## src/rtl/niosii_pio_in.sv

```systemverilog
// Avalon-MM parallel input port: synchronizer, edge capture, interrupt mask.
// Edges are sticky until cleared by writing 1s to the capture register.
module niosii_pio_in #(
  parameter int WIDTH     = 8,
  parameter int EDGE_TYPE = 0,
  parameter int IRQ_TYPE  = 1
) (
  input  logic             clk,
  input  logic             reset_n,
  input  logic [2:0]       address,
  input  logic             chipselect,
  input  logic             read_n,
  input  logic             write_n,
  input  logic [31:0]      writedata,
  input  logic [WIDTH-1:0] in_port,
  output logic [31:0]      readdata,
  output logic             irq
);

  localparam logic [2:0] ADDR_DATA = 3'd0;
  localparam logic [2:0] ADDR_MASK = 3'd2;
  localparam logic [2:0] ADDR_EDGE = 3'd3;

  logic [WIDTH-1:0] sync1;
  logic [WIDTH-1:0] sync2;
  logic [WIDTH-1:0] data_prev;
  logic [WIDTH-1:0] edge_capture;
  logic [WIDTH-1:0] irq_mask;
  logic [WIDTH-1:0] edges;
  logic [WIDTH-1:0] wdata;
  logic [WIDTH-1:0] clr;
  logic [31:0]      rd_mux;
  logic             rd_en;
  logic             wr_en;
  logic             wr_mask;
  logic             wr_edge;

  assign rd_en   = chipselect & ~read_n;
  assign wr_en   = chipselect & ~write_n;
  assign wr_mask = wr_en && (address == ADDR_MASK);
  assign wr_edge = wr_en && (address == ADDR_EDGE);
  assign wdata   = writedata[WIDTH-1:0];
  assign clr     = wr_edge ? wdata : '0;

  generate
    if (WIDTH < 32) begin : g_unused
      logic unused_wdata;
      assign unused_wdata = ^writedata[31:WIDTH];
    end
  endgenerate

  // in_port is only ever observed through sync1.
  always_ff @(posedge clk or negedge reset_n) begin
    if (!reset_n) begin
      sync1     <= '0;
      sync2     <= '0;
      data_prev <= '0;
    end else begin
      sync1     <= in_port;
      sync2     <= sync1;
      data_prev <= sync2;
    end
  end

  generate
    if (EDGE_TYPE == 0) begin : g_rise
      assign edges = sync2 & ~data_prev;
    end else if (EDGE_TYPE == 1) begin : g_fall
      assign edges = ~sync2 & data_prev;
    end else begin : g_any
      assign edges = sync2 ^ data_prev;
    end
  endgenerate

  // Set wins over a simultaneous clear so no edge is lost.
  always_ff @(posedge clk or negedge reset_n) begin
    if (!reset_n) begin
      edge_capture <= '0;
    end else begin
      edge_capture <= (edge_capture & ~clr) | edges;
    end
  end

  always_ff @(posedge clk or negedge reset_n) begin
    if (!reset_n) begin
      irq_mask <= '0;
    end else if (wr_mask) begin
      irq_mask <= wdata;
    end
  end

  always_comb begin
    rd_mux = '0;
    unique case (address)
      ADDR_DATA: rd_mux[WIDTH-1:0] = sync2;
      ADDR_MASK: rd_mux[WIDTH-1:0] = irq_mask;
      ADDR_EDGE: rd_mux[WIDTH-1:0] = edge_capture;
      default:   rd_mux = '0;
    endcase
  end

  always_ff @(posedge clk or negedge reset_n) begin
    if (!reset_n) begin
      readdata <= '0;
    end else if (rd_en) begin
      readdata <= rd_mux;
    end
  end

  generate
    if (IRQ_TYPE == 0) begin : g_irq_level
      assign irq = |(sync2 & irq_mask);
    end else begin : g_irq_edge
      assign irq = |(edge_capture & irq_mask);
    end
  endgenerate

endmodule

```

## config.mk

```make
export PLATFORM = sky130hd
export DESIGN_NAME = niosii_pio_in
export DESIGN_NICKNAME = d
export VERILOG_FILES = /design/src/rtl/niosii_pio_in.sv
export SDC_FILE = /design/constraint.sdc
export NUM_CORES = 1
export LEC_CHECK = 0
export BUFFER_PORTS_ARGS = -buffer_cell sky130_fd_sc_hd__buf_2
export CAP_MARGIN = 20
export CORE_AREA = 2 2 74 69
export CTS_CLUSTER_DIAMETER = 40
export CTS_CLUSTER_SIZE = 40
export DETAILED_ROUTE_END_ITERATION = 6
export DIE_AREA = 0 0 76 71
export GPL_TIMING_DRIVEN = 0
export HOLD_SLACK_MARGIN = 0.1
export PLACE_DENSITY = 0.77
export SYNTH_ARGS = -nofsm -noshare
export SYNTH_HDL_FRONTEND = slang
export SYNTH_SLANG_ARGS = --single-unit
```

## constraint.sdc

```tcl
create_clock -name clk -period 1.7 [get_ports clk]
set_input_delay 0 -clock clk [delete_from_list [all_inputs] [get_ports clk]]
set_output_delay 0 -clock clk [all_outputs]
set_load 0.01 [all_outputs]
```

==> results by group, run 1 <==
Outcome
  • Status: finished clean

Setup path
  • Critical-path maximum fanout: 9
  • R2R setup slack: 0.69 ns
  • FF-to-FF End: readdata[4]
  • Crit path launch: address[2]
  • Critical R2R Launch: irq_mask[4]
  • Worst path most repeated cell: buf_6
  • Slowest CP cell: or3b_1
  • Critical path's largest stage delay: 0.40 ns
  • Startpoint Class: primary input
  • Buf+Inv Stages, Crit Path: 3
  • Top delay family on crit path: simple AND/OR/NAND/NOR gates
  • CP endpoint kind: register
  • Kind of critical path: primary input to register
  • CP arrival: 1.50 ns
  • Worst path cell trace: buf_2 > or3b_1 > buf_6 > or3b_4 > buf_6 > mux2_4
  • Crit path required time: 1.89 ns
  • Reg2reg path depth: 3
  • Critical path capture point: irq_mask[1]
  • Levels on crit path: 6

Floorplan
  • Starting Density: 43.1%
  • Die ar.: 5400 um2
  • I/O Pins: 81
  • Row count: 24
  • Die H: 71 um
  • CORE AREA: 4650 um2
  • Die Width: 76 um

Timing
  • Final setup violation count: 0
  • Tightest Pin Transition: 0.776 ns
  • Tmin final: 1.31 ns
  • Max-slew violations: 0
  • Relative slew slack: 47.9%
  • Final period util: 77.0%
  • Final setup TNS: 0 ns
  • Min Hold Slack: 0.135 ns
  • Max Clock Freq: 0.764 GHz
  • Final hold vios: 0
  • RSZ-0062 raised after global routing: false
  • Max Clock Skew: 0.00647 ns

GRT
  • Grt met2 use: 22.5%
  • Initial antenna violation count: 0
  • GRT met1 Usage: 19.5%
  • Grt peak-use layer: met2
  • Global-route wire length before repair: 6160 um
  • GR Util met3: 3.70%
  • Gr usage total: 14.7%
  • Largest net degree at the start of global routing: 49
  • Vias in the first global route: 1,354
  • Grt ovf: 0

Clocking
  • Clk Latency, worst-skew pair: 0.30 ns
  • Root Driver: clkbuf_8
  • CTS tree: yes
  • Clock buffer depth: 2
  • H-tree depth: 2
  • Num CTS Buffers: 5
  • Worst-path clk slew: 0.08 ns
  • PostCTS Resize Cnt: 0
  • Postcts setup bufs: 0
  • CTS sink cnt: 48
  • CTS Hold Bufs: 17

Synth
  • Mapped Cells: 164
  • Synth Area in XOR/XNOR: 0%
  • Cell accounting for the most synthesized area: dfrtp_1
  • Synth Area in Simple Gates: 6.17%
  • Ranking of synthesized cells by area: dfrtp_1 (60%), buf_4 (9.0%), o21ai_0 (6.0%)
  • Share of the synthesized area in the top cell type: 59.8%
  • Compound-Gate Fraction of Synth Area: 11.0%
  • Post-synthesis mux area share: 9.97%
  • Synth cell types: 19
  • Avg Cell Area, Syn: 12.2 um2
  • Main combinational cell family by area after synthesis: buffers and inverters
  • Syn Std Cell Area: 2010 um2
  • Sequential area share after synthesis: 59.8%
  • Synthesis-stage register bit count: 48
  • Ys Warns: 0
  • Adder-cell share of the synthesized area: 0%

Cells and area
  • Reg area: 1200 um2
  • Fillers: 412
  • Multi-input gate area: 634 um2
  • Commonest non-fill, non-tap cell in the layout: dfrtp_1
  • P&R area growth vs syn: 30.4%
  • Nets: 291
  • Layout cell share with drive strength beyond 1: 30.3%
  • N_diodes: 0
  • Most frequent cells in the layout: dfrtp_1 (48), buf_2 (30), o21ai_0 (24), buf_4 (24), conb_1 (24)

Detailed routing
  • Drt first pass iters: 4
  • WL/cell: 11.6 um
  • Vias per cell: 4.33
  • Post-DRT Antenna Nets: 0
  • Initial DRC count: 88
  • Final WL: 3580 um
  • DRC Markers: 0
  • Via count: 1,339

Placed design
  • PortBufs: 30
  • HPWL Detailed: 2470 um
  • RePlAce Congestion: 0.780

Power
  • Power Dens Cells: 905 nW/um2
  • Switching share of power: 24.8%
  • LEAKAGE: 1.32 nW
  • Peak supply drop: 0.000552 V
  • Sequential power share: 55.0%
  • Internal power: 1.78 mW
  • Combinational power share: 16.0%
  • Switching power total: 0.588 mW
  • Clk network pwr share: 29.0%

Hold path
  • Tightest Hold Check Type: primary input to register

Run
  • Max-cap violations: 0
## synth_stat cells (all sizes together)
cell type and count:
dfrtp 48, buf 28, o21ai 24, nand3 16
a22o 8, inv 8, mux2 8, mux2i 8
clkbuf 5, a22oi 4, or3b 2, conb 1
nand2b 1, nand4 1, nor2b 1, nor3 1
## worst min path at each step
stage	start	to	slack, ns	cells after the start
global placement	in_port[5]	sync1[5]	0.11	1
detailed placement	in_port[6]	sync1[6]	0.11	1
floorplan	reset_n	data_prev[0]	-0.30	0
finish	address[2]	readdata[5]	0.14	3
global route	address[2]	readdata[5]	0.15	3
CTS	address[2]	readdata[0]	0.13	3
## layout make-up
cell class	instances	share of cell area, %
Clock inverter	2	0.382
Sequential cell	48	45.9
Timing Repair Buffer	49	13.4
Tap cell	65	3.11
Buffer	33	8.74
Multi-Input combinational cell	98	24.2
Inverter	8	1.15
Clock buffer	6	3.15
## tightest hold or removal path, cell delays in order
cell    delay [ns]
buf_2         0.09
nor3_1        0.12
a22o_1        0.20
## metal layers
layer / vias to the layer above / share of wire [%]
met2: 44 / 46
li1: 679 / -
met4: 0 / 2.2
met1: 608 / 46
met5: - / 0
met3: 8 / 5.8
## power groups by stage
stage	sequential [mW]	clock (mW)	combinational [mW]
after detailed placement	1.33	0	0.344
after global routing	1.32	0.768	0.423
after floorplan	1.32	0	0.239
final	1.30	0.687	0.380
after global placement	1.32	0	0.336
after CTS	1.30	0.714	0.374
## cells by family (layout without fill, tap and decap cells)
logic type / after synthesis / in the layout
buffers and inverters: 41 / 98
AND/OR/NAND/NOR: 22 / 22
multiplexers: 16 / 16
AO/OA/AOI/OAI: 36 / 36
flip-flops: 48 / 48
other: 1 / 24
## flip-flops by register name, indices dropped and copies added, names as in the netlist
| name | count |
|---|---|
| data_prev | 8 |
| edge_capture | 8 |
| irq_mask | 8 |
| readdata | 8 |
| sync1 | 8 |
| sync2 | 8 |
## per-stage QoR
| step | cell area, um2 | power, mW | setup WS, ns | cells | utilization, % |
|---|---|---|---|---|---|
| finish | 2620 | 2.37 | 0.390 | 309 | 56.3 |
| detailed placement | 2330 | 1.67 | 0.0733 | 282 | 50.0 |
| floorplan | 2090 | 1.56 | 0.251 | 187 | - |
| global route | 2620 | 2.51 | 0.351 | 309 | 56.3 |
| global placement | 2330 | 1.66 | 0.0790 | 282 | 50.0 |
| CTS | 2590 | 2.39 | 0.391 | 307 | 55.6 |
Power figures use the tool's default switching activity.
==> inputs of run 2 (changes only) <==
clock period = 1.3 ns   (was 1.7 ns; I/O delays follow)
==> run 2 against run 1 <==
Non-clock buffer count shrank 1. Register-to-register slack lost 0.36 ns. Power up 37%. Largest cell class unchanged. Worst setup slack lost 0.36 ns. Sequential cell count did not move. Combinational power rose by 31%.
==> results by group, run 2 (synthesis gave the netlist of run 1 again) <==
Outcome
  • Status: finished clean

Cells and area
  • Reg area: 1200 um2 (unchanged)
  • Commonest non-fill, non-tap cell in the layout: dfrtp_1
  • N_diodes: 0 (unchanged)
  • P&R area growth vs syn: 31.0%
  • Nets: 290 (-0.34%)
  • Layout cell share with drive strength beyond 1: 30.5% (+0.12 points)
  • Most frequent cells in the layout: dfrtp_1 (48), buf_2 (30), o21ai_0 (24), buf_4 (24), conb_1 (24)
  • Fillers: 387 (-6.1%)
  • Post-Layout Cell Count: 308 (-0.32%)
  • Multi-input gate area: 637 um2 (+0.39%)

Timing
  • Final period util: 97.6%
  • Relative slew slack: 43.2% (-4.7 points)
  • Tmin final: 1.27 ns
  • RSZ-0062 raised after global routing: false
  • Final setup violation count: 0 (unchanged)
  • Setup ws final: 0.0317 ns (-0.359 ns)
  • Max Clock Skew: 0.00278 ns (-0.00369 ns)
  • Final hold vios: 0 (unchanged)
  • Max Clock Freq: 0.788 GHz
  • Max-slew violations: 0 (unchanged)
  • Tightest Pin Transition: 0.846 ns (+0.0702 ns)
  • Min Hold Slack: 0.0952 ns (-0.0399 ns)
  • Final setup TNS: 0 ns (unchanged)

Detailed routing
  • WL/cell: 11.3 um (-2.5%)
  • Initial DRC count: 114 (+30%)
  • DRC Markers: 0 (unchanged)
  • Final WL: 3480 um (-2.8%)
  • Drt first pass iters: 5 (+1)
  • Post-DRT Antenna Nets: 0 (unchanged)
  • Via count: 1,326 (-0.97%)
  • Vias per cell: 4.31 (-0.65%)

GRT
  • Grt ovf: 0 (unchanged)
  • Global-route wire length before repair: 6000 um (-2.7%)
  • Vias in the first global route: 1,247 (-7.9%)
  • Largest net degree at the start of global routing: 49 (unchanged)
  • Initial antenna violation count: 0 (unchanged)
  • Gr usage total: 14.2% (-0.51 points)

Placed design
  • PortBufs: 30 (unchanged)
  • Post-placement setup slack: -0.286 ns (-0.359 ns)
  • Placed insts: 282 (unchanged)
  • HPWL Detailed: 2410 um (-2.2%)
  • RePlAce Congestion: 0.786 (+0.78%)

Floorplan
  • Die ar.: 5400 um2 (unchanged)
  • CORE AREA: 4650 um2 (unchanged)
  • Starting Density: 43.1% (unchanged)
  • I/O Pins: 81 (unchanged)
  • Die H: 71 um (unchanged)
  • Die Width: 76 um (unchanged)
  • Row count: 24 (unchanged)

Clocking
  • Clock buffer depth: 2 (unchanged)
  • Root Driver: clkbuf_8
  • CTS sink cnt: 48 (unchanged)
  • H-tree depth: 2 (unchanged)
  • Clk Latency, worst-skew pair: 0.30 ns (about the same)
  • Worst-path clk slew: 0.08 ns (about the same)
  • Num CTS Buffers: 5 (unchanged)
  • CTS tree: yes
  • Postcts setup bufs: 0 (unchanged)

Setup path
  • Startpoint Class: primary input
  • CP endpoint kind: register
  • Crit path required time: 1.49 ns (-0.40 ns)
  • Critical R2R Launch: irq_mask[6]
  • CP arrival: 1.46 ns (-0.04 ns)
  • R2R setup slack: 0.33 ns (-0.36 ns)
  • Kind of critical path: primary input to register
  • Critical-path maximum fanout: 9 (unchanged)
  • Crit path launch: write_n

Hold path
  • Tightest Hold Check Type: primary input to asynchronous set/reset pin

Run
  • Max-cap violations: 0 (unchanged)

Power
  • Overall Power: 3.24 mW (+37%)
  • Power Dens Cells: 1230 nW/um2 (+36%)
  • LEAKAGE: 1.32 nW (+0.19%)
  • Peak supply drop: 0.000679 V (+23%)
==> run 2: cell count changes in the layout (fill, tap and decap cells not counted), sizes merged <==
cell,change
bufinv,+1
clkinv,-1
dlygate4sd3,-1
==> run 2: per-layer routing <==
metal	track usage, %	part of all wire, %
met2	21.1	46
met5	0	0
met1	19.2	46
met4	6.06	2.0
met3	4.85	6.3
==> run 2: stage by stage <==
| step | instance area, um2 | utilization (%) |
|---|---|---|
| after floorplan | 2100 | - |
| after global placement | 2330 | 50.1 |
| after detailed placement | 2330 | 50.1 |
| after CTS | 2610 | 56.0 |
| after global routing | 2630 | 56.5 |
| final | 2630 | 56.5 |
==> run 2: final cells by class <==
type / count / area share, %
sequential: 48 / 45.7
clock inverter: 2 / 1.33
timing repair buffer: 48 / 12.9
clock buffer: 6 / 2.76
inverter: 8 / 1.14
tap: 65 / 3.09
multi-input combinational: 98 / 24.2
buffer: 33 / 8.85
==> run 2: final timing paths <==
path                               end  depth (start not counted)
max                        irq_mask[0]                          6
min                           sync2[1]                          2
max reg2reg                readdata[6]                          3
min reg2reg                   sync2[7]                          0
max in group asynchronous     sync2[3]                          3
min in group clk           readdata[3]                          3
==> run 2: worst max-delay path, stage by stage <==
cell and delay [ns]:
buf_2 0.10, or3b_4 0.39, buf_6 0.15, or3b_4 0.37, buf_8 0.16, mux2_4 0.29
==> run 2: timing repair <==
action	in CTS	in global routing
endpoints found under the hold margin	72	0
endpoints found under the setup margin	0	7
hold buffers	17	0
gates resized for setup	0	1
==> run 2: report_power, final <==
part	internal, mW	switching [mW]
clock network	0.570	0.468
registers	1.62	0.0851
logic	0.287	0.210
total	2.48	0.764
==> inputs of run 3 (changes only) <==
PLACE_DENSITY = 0.73   (was 0.77)
==> run 3 against run 2 <==
Clock-buffer cell count fell by 1. Worst setup slack improved by 0.0047 ns. Worst hold slack improved by 0.0098 ns. First-iteration DRC count fell by 63%. Sequential power barely moved. Clock skew rose by 0.0035 ns. Design area rose by 0.76%. Die area did not move. Power rose by 1.3%. Critical path type unchanged. Critical endpoint is now irq_mask[1].
==> results by group, run 3 (synthesis gave the netlist of run 1 again) <==
Power
  • Switching share of power: 24.3% (+0.68 points)
  • Sequential power share: 52.2% (-0.4 points)
  • Overall Power: 3.28 mW (+1.3%)
  • Peak supply drop: 0.000640 V (-5.6%)
  • Switching power total: 0.796 mW (+4.2%)
  • Internal power: 2.49 mW (+0.36%)
  • Clk network pwr share: 32.2% (about the same)
  • LEAKAGE: 1.32 nW (+0.19%)
  • Combinational power share: 15.6% (+0.3 points)
  • Power Dens Cells: 1240 nW/um2 (+0.50%)

Floorplan
  • Die H: 71 um (unchanged)
  • I/O Pins: 81 (unchanged)
  • Die Width: 76 um (unchanged)
  • Die ar.: 5400 um2 (unchanged)
  • CORE AREA: 4650 um2 (unchanged)
  • Row count: 24 (unchanged)
  • Starting Density: 43.1% (unchanged)

Clocking
  • H-tree depth: 2 (unchanged)
  • CTS sink cnt: 48 (unchanged)
  • CTS tree: yes
  • Num CTS Buffers: 5 (unchanged)
  • Clock buffer depth: 2 (unchanged)
  • Clk Latency, worst-skew pair: 0.30 ns (about the same)
  • Root Driver: clkbuf_8
  • Worst-path clk slew: 0.09 ns (about the same)

Setup path
  • Critical-path maximum fanout: 9 (unchanged)
  • R2R setup slack: 0.31 ns (-0.02 ns)
  • Critical path's largest stage delay: 0.39 ns (about the same)
  • Startpoint Class: primary input
  • Reg2reg path depth: 3 (unchanged)
  • Levels on crit path: 6 (unchanged)
  • Kind of critical path: primary input to register
  • Slowest CP cell: or3b_4
  • Worst path cell trace: buf_2 > or3b_4 > buf_6 > or3b_4 > buf_8 > mux2_4
  • CP arrival: 1.46 ns (about the same)
  • Worst path most repeated cell: or3b_4
  • Crit path required time: 1.49 ns (about the same)
  • Buf+Inv Stages, Crit Path: 3 (unchanged)
  • Top delay family on crit path: simple AND/OR/NAND/NOR gates
  • FF-to-FF End: readdata[6]
  • CP endpoint kind: register
  • Critical R2R Launch: irq_mask[6]

Cells and area
  • Most frequent cells in the layout: dfrtp_1 (48), buf_2 (30), o21ai_0 (24), buf_4 (24), conb_1 (24)
  • N_diodes: 0 (unchanged)
  • Commonest non-fill, non-tap cell in the layout: dfrtp_1
  • Layout cell share with drive strength beyond 1: 32.5% (+2.1 points)
  • Post-Layout Cell Count: 308 (unchanged)
  • P&R area growth vs syn: 32.0%
  • Nets: 290 (unchanged)

Timing
  • RSZ-0062 raised after global routing: false
  • Tightest Pin Transition: 0.774 ns (-0.0723 ns)
  • Max-slew violations: 0 (unchanged)
  • Max Clock Freq: 0.791 GHz (+0.37%)
  • Tmin final: 1.26 ns (-0.00466 ns)
  • Final hold vios: 0 (unchanged)
  • Final period util: 97.2% (-0.36 points)
  • Final setup violation count: 0 (unchanged)
  • Setup ws final: 0.0363 ns (+0.00466 ns)
  • Relative slew slack: 48.0% (+4.9 points)
  • Final setup TNS: 0 ns (unchanged)
  • Max Clock Skew: 0.00626 ns (+0.00349 ns)

Detailed routing
  • Via count: 1,337 (+0.83%)
  • Metal-1 WL: 1620 um (+1.2%)
  • Top layer used by detailed routing: met4
  • DRC Markers: 0 (unchanged)
  • Initial DRC count: 42 (-63%)
  • Final WL: 3600 um (+3.2%)
  • Post-DRT Antenna Nets: 0 (unchanged)
  • Vias per cell: 4.34 (+0.83%)
  • Drt first pass iters: 4 (-1)
  • Met2 wire length: 1700 um (+7.4%)
  • WL/cell: 11.7 um (+3.2%)
  • Met3 WL: 199 um (-9.5%)

Placed design
  • Placed insts: 282 (unchanged)
  • PortBufs: 30 (unchanged)
  • HPWL Detailed: 2460 um (+1.8%)
  • RePlAce Congestion: 0.774 (-1.6%)
  • Post-placement setup slack: -0.297 ns (-0.0107 ns)

GRT
  • Grt ovf: 0 (unchanged)
  • Initial antenna violation count: 0 (unchanged)
  • Largest net degree at the start of global routing: 49 (unchanged)
  • Vias in the first global route: 1,253 (+0.48%)
  • Gr usage total: 14.3% (+0.084 points)
  • Global-route wire length before repair: 6000 um (unchanged)

Hold path
  • Tightest Hold Check Type: primary input to asynchronous set/reset pin

Outcome
  • Status: finished clean

Run
  • Max-cap violations: 0 (unchanged)
[run 3: cell types whose count changed in the layout (fill, tap and decap cells not counted)]
cell	delta
a22oi_1	-3
a22oi_2	+3
buf_1	-1
clkbuf_1	-1
clkbuf_2	+1
clkinvlp_4	+1
[run 3: worst max path at each step]
stage,endpoint,from,slack [ns]
after CTS,irq_mask[1],write_n,0.02
after global routing,irq,edge_capture[2],0.005
after global placement,irq_mask[6],write_n,-0.29
final,irq_mask[1],write_n,0.04
after floorplan,irq_mask[0],write_n,-0.13
after detailed placement,irq_mask[1],write_n,-0.30
[run 3: stage by stage]
stage	utilization [%]	hold WS, ns	area [um2]
6_report	56.9	0.105	2650
5_1_grt	56.9	0.135	2650
4_1_cts	56.1	0.137	2610
3_5_place_dp	50.1	0.109	2330
3_3_place_gp	50.1	0.108	2330
2_1_floorplan	-	-0.296	2100
[run 3: layout make-up]
class / instances / area, um2
clock inverters: 3 / 42.5
clock buffers: 5 / 68.8
repair buffers: 48 / 340
well taps: 65 / 81.3
fillers: 397 / 2000
inverters: 8 / 30.0
flip-flops and latches: 48 / 1200
multi-input cells: 98 / 652
plain buffers: 33 / 234
[run 3: power groups by stage]
stage	combinational, mW	clock (mW)	sequential (mW)
finish	0.512	1.06	1.71
global route	0.568	1.14	1.73
CTS	0.494	1.09	1.71
detailed placement	0.454	0	1.73
global placement	0.441	0	1.73
floorplan	0.313	0	1.72
[run 3: per-layer routing]
layer / track usage (%) / up-vias
li1: - / 672
met1: 18.7 / 618
met2: 21.9 / 40
met3: 3.83 / 7
met4: 7.88 / 0
met5: 0 / -
[run 3: repair_timing]
item	in CTS	in global routing
hold endpoints to repair	72	0
buffers inserted	0	0
resized for setup	0	5
endpoints found under the setup margin	0	12
hold buffers	17	0
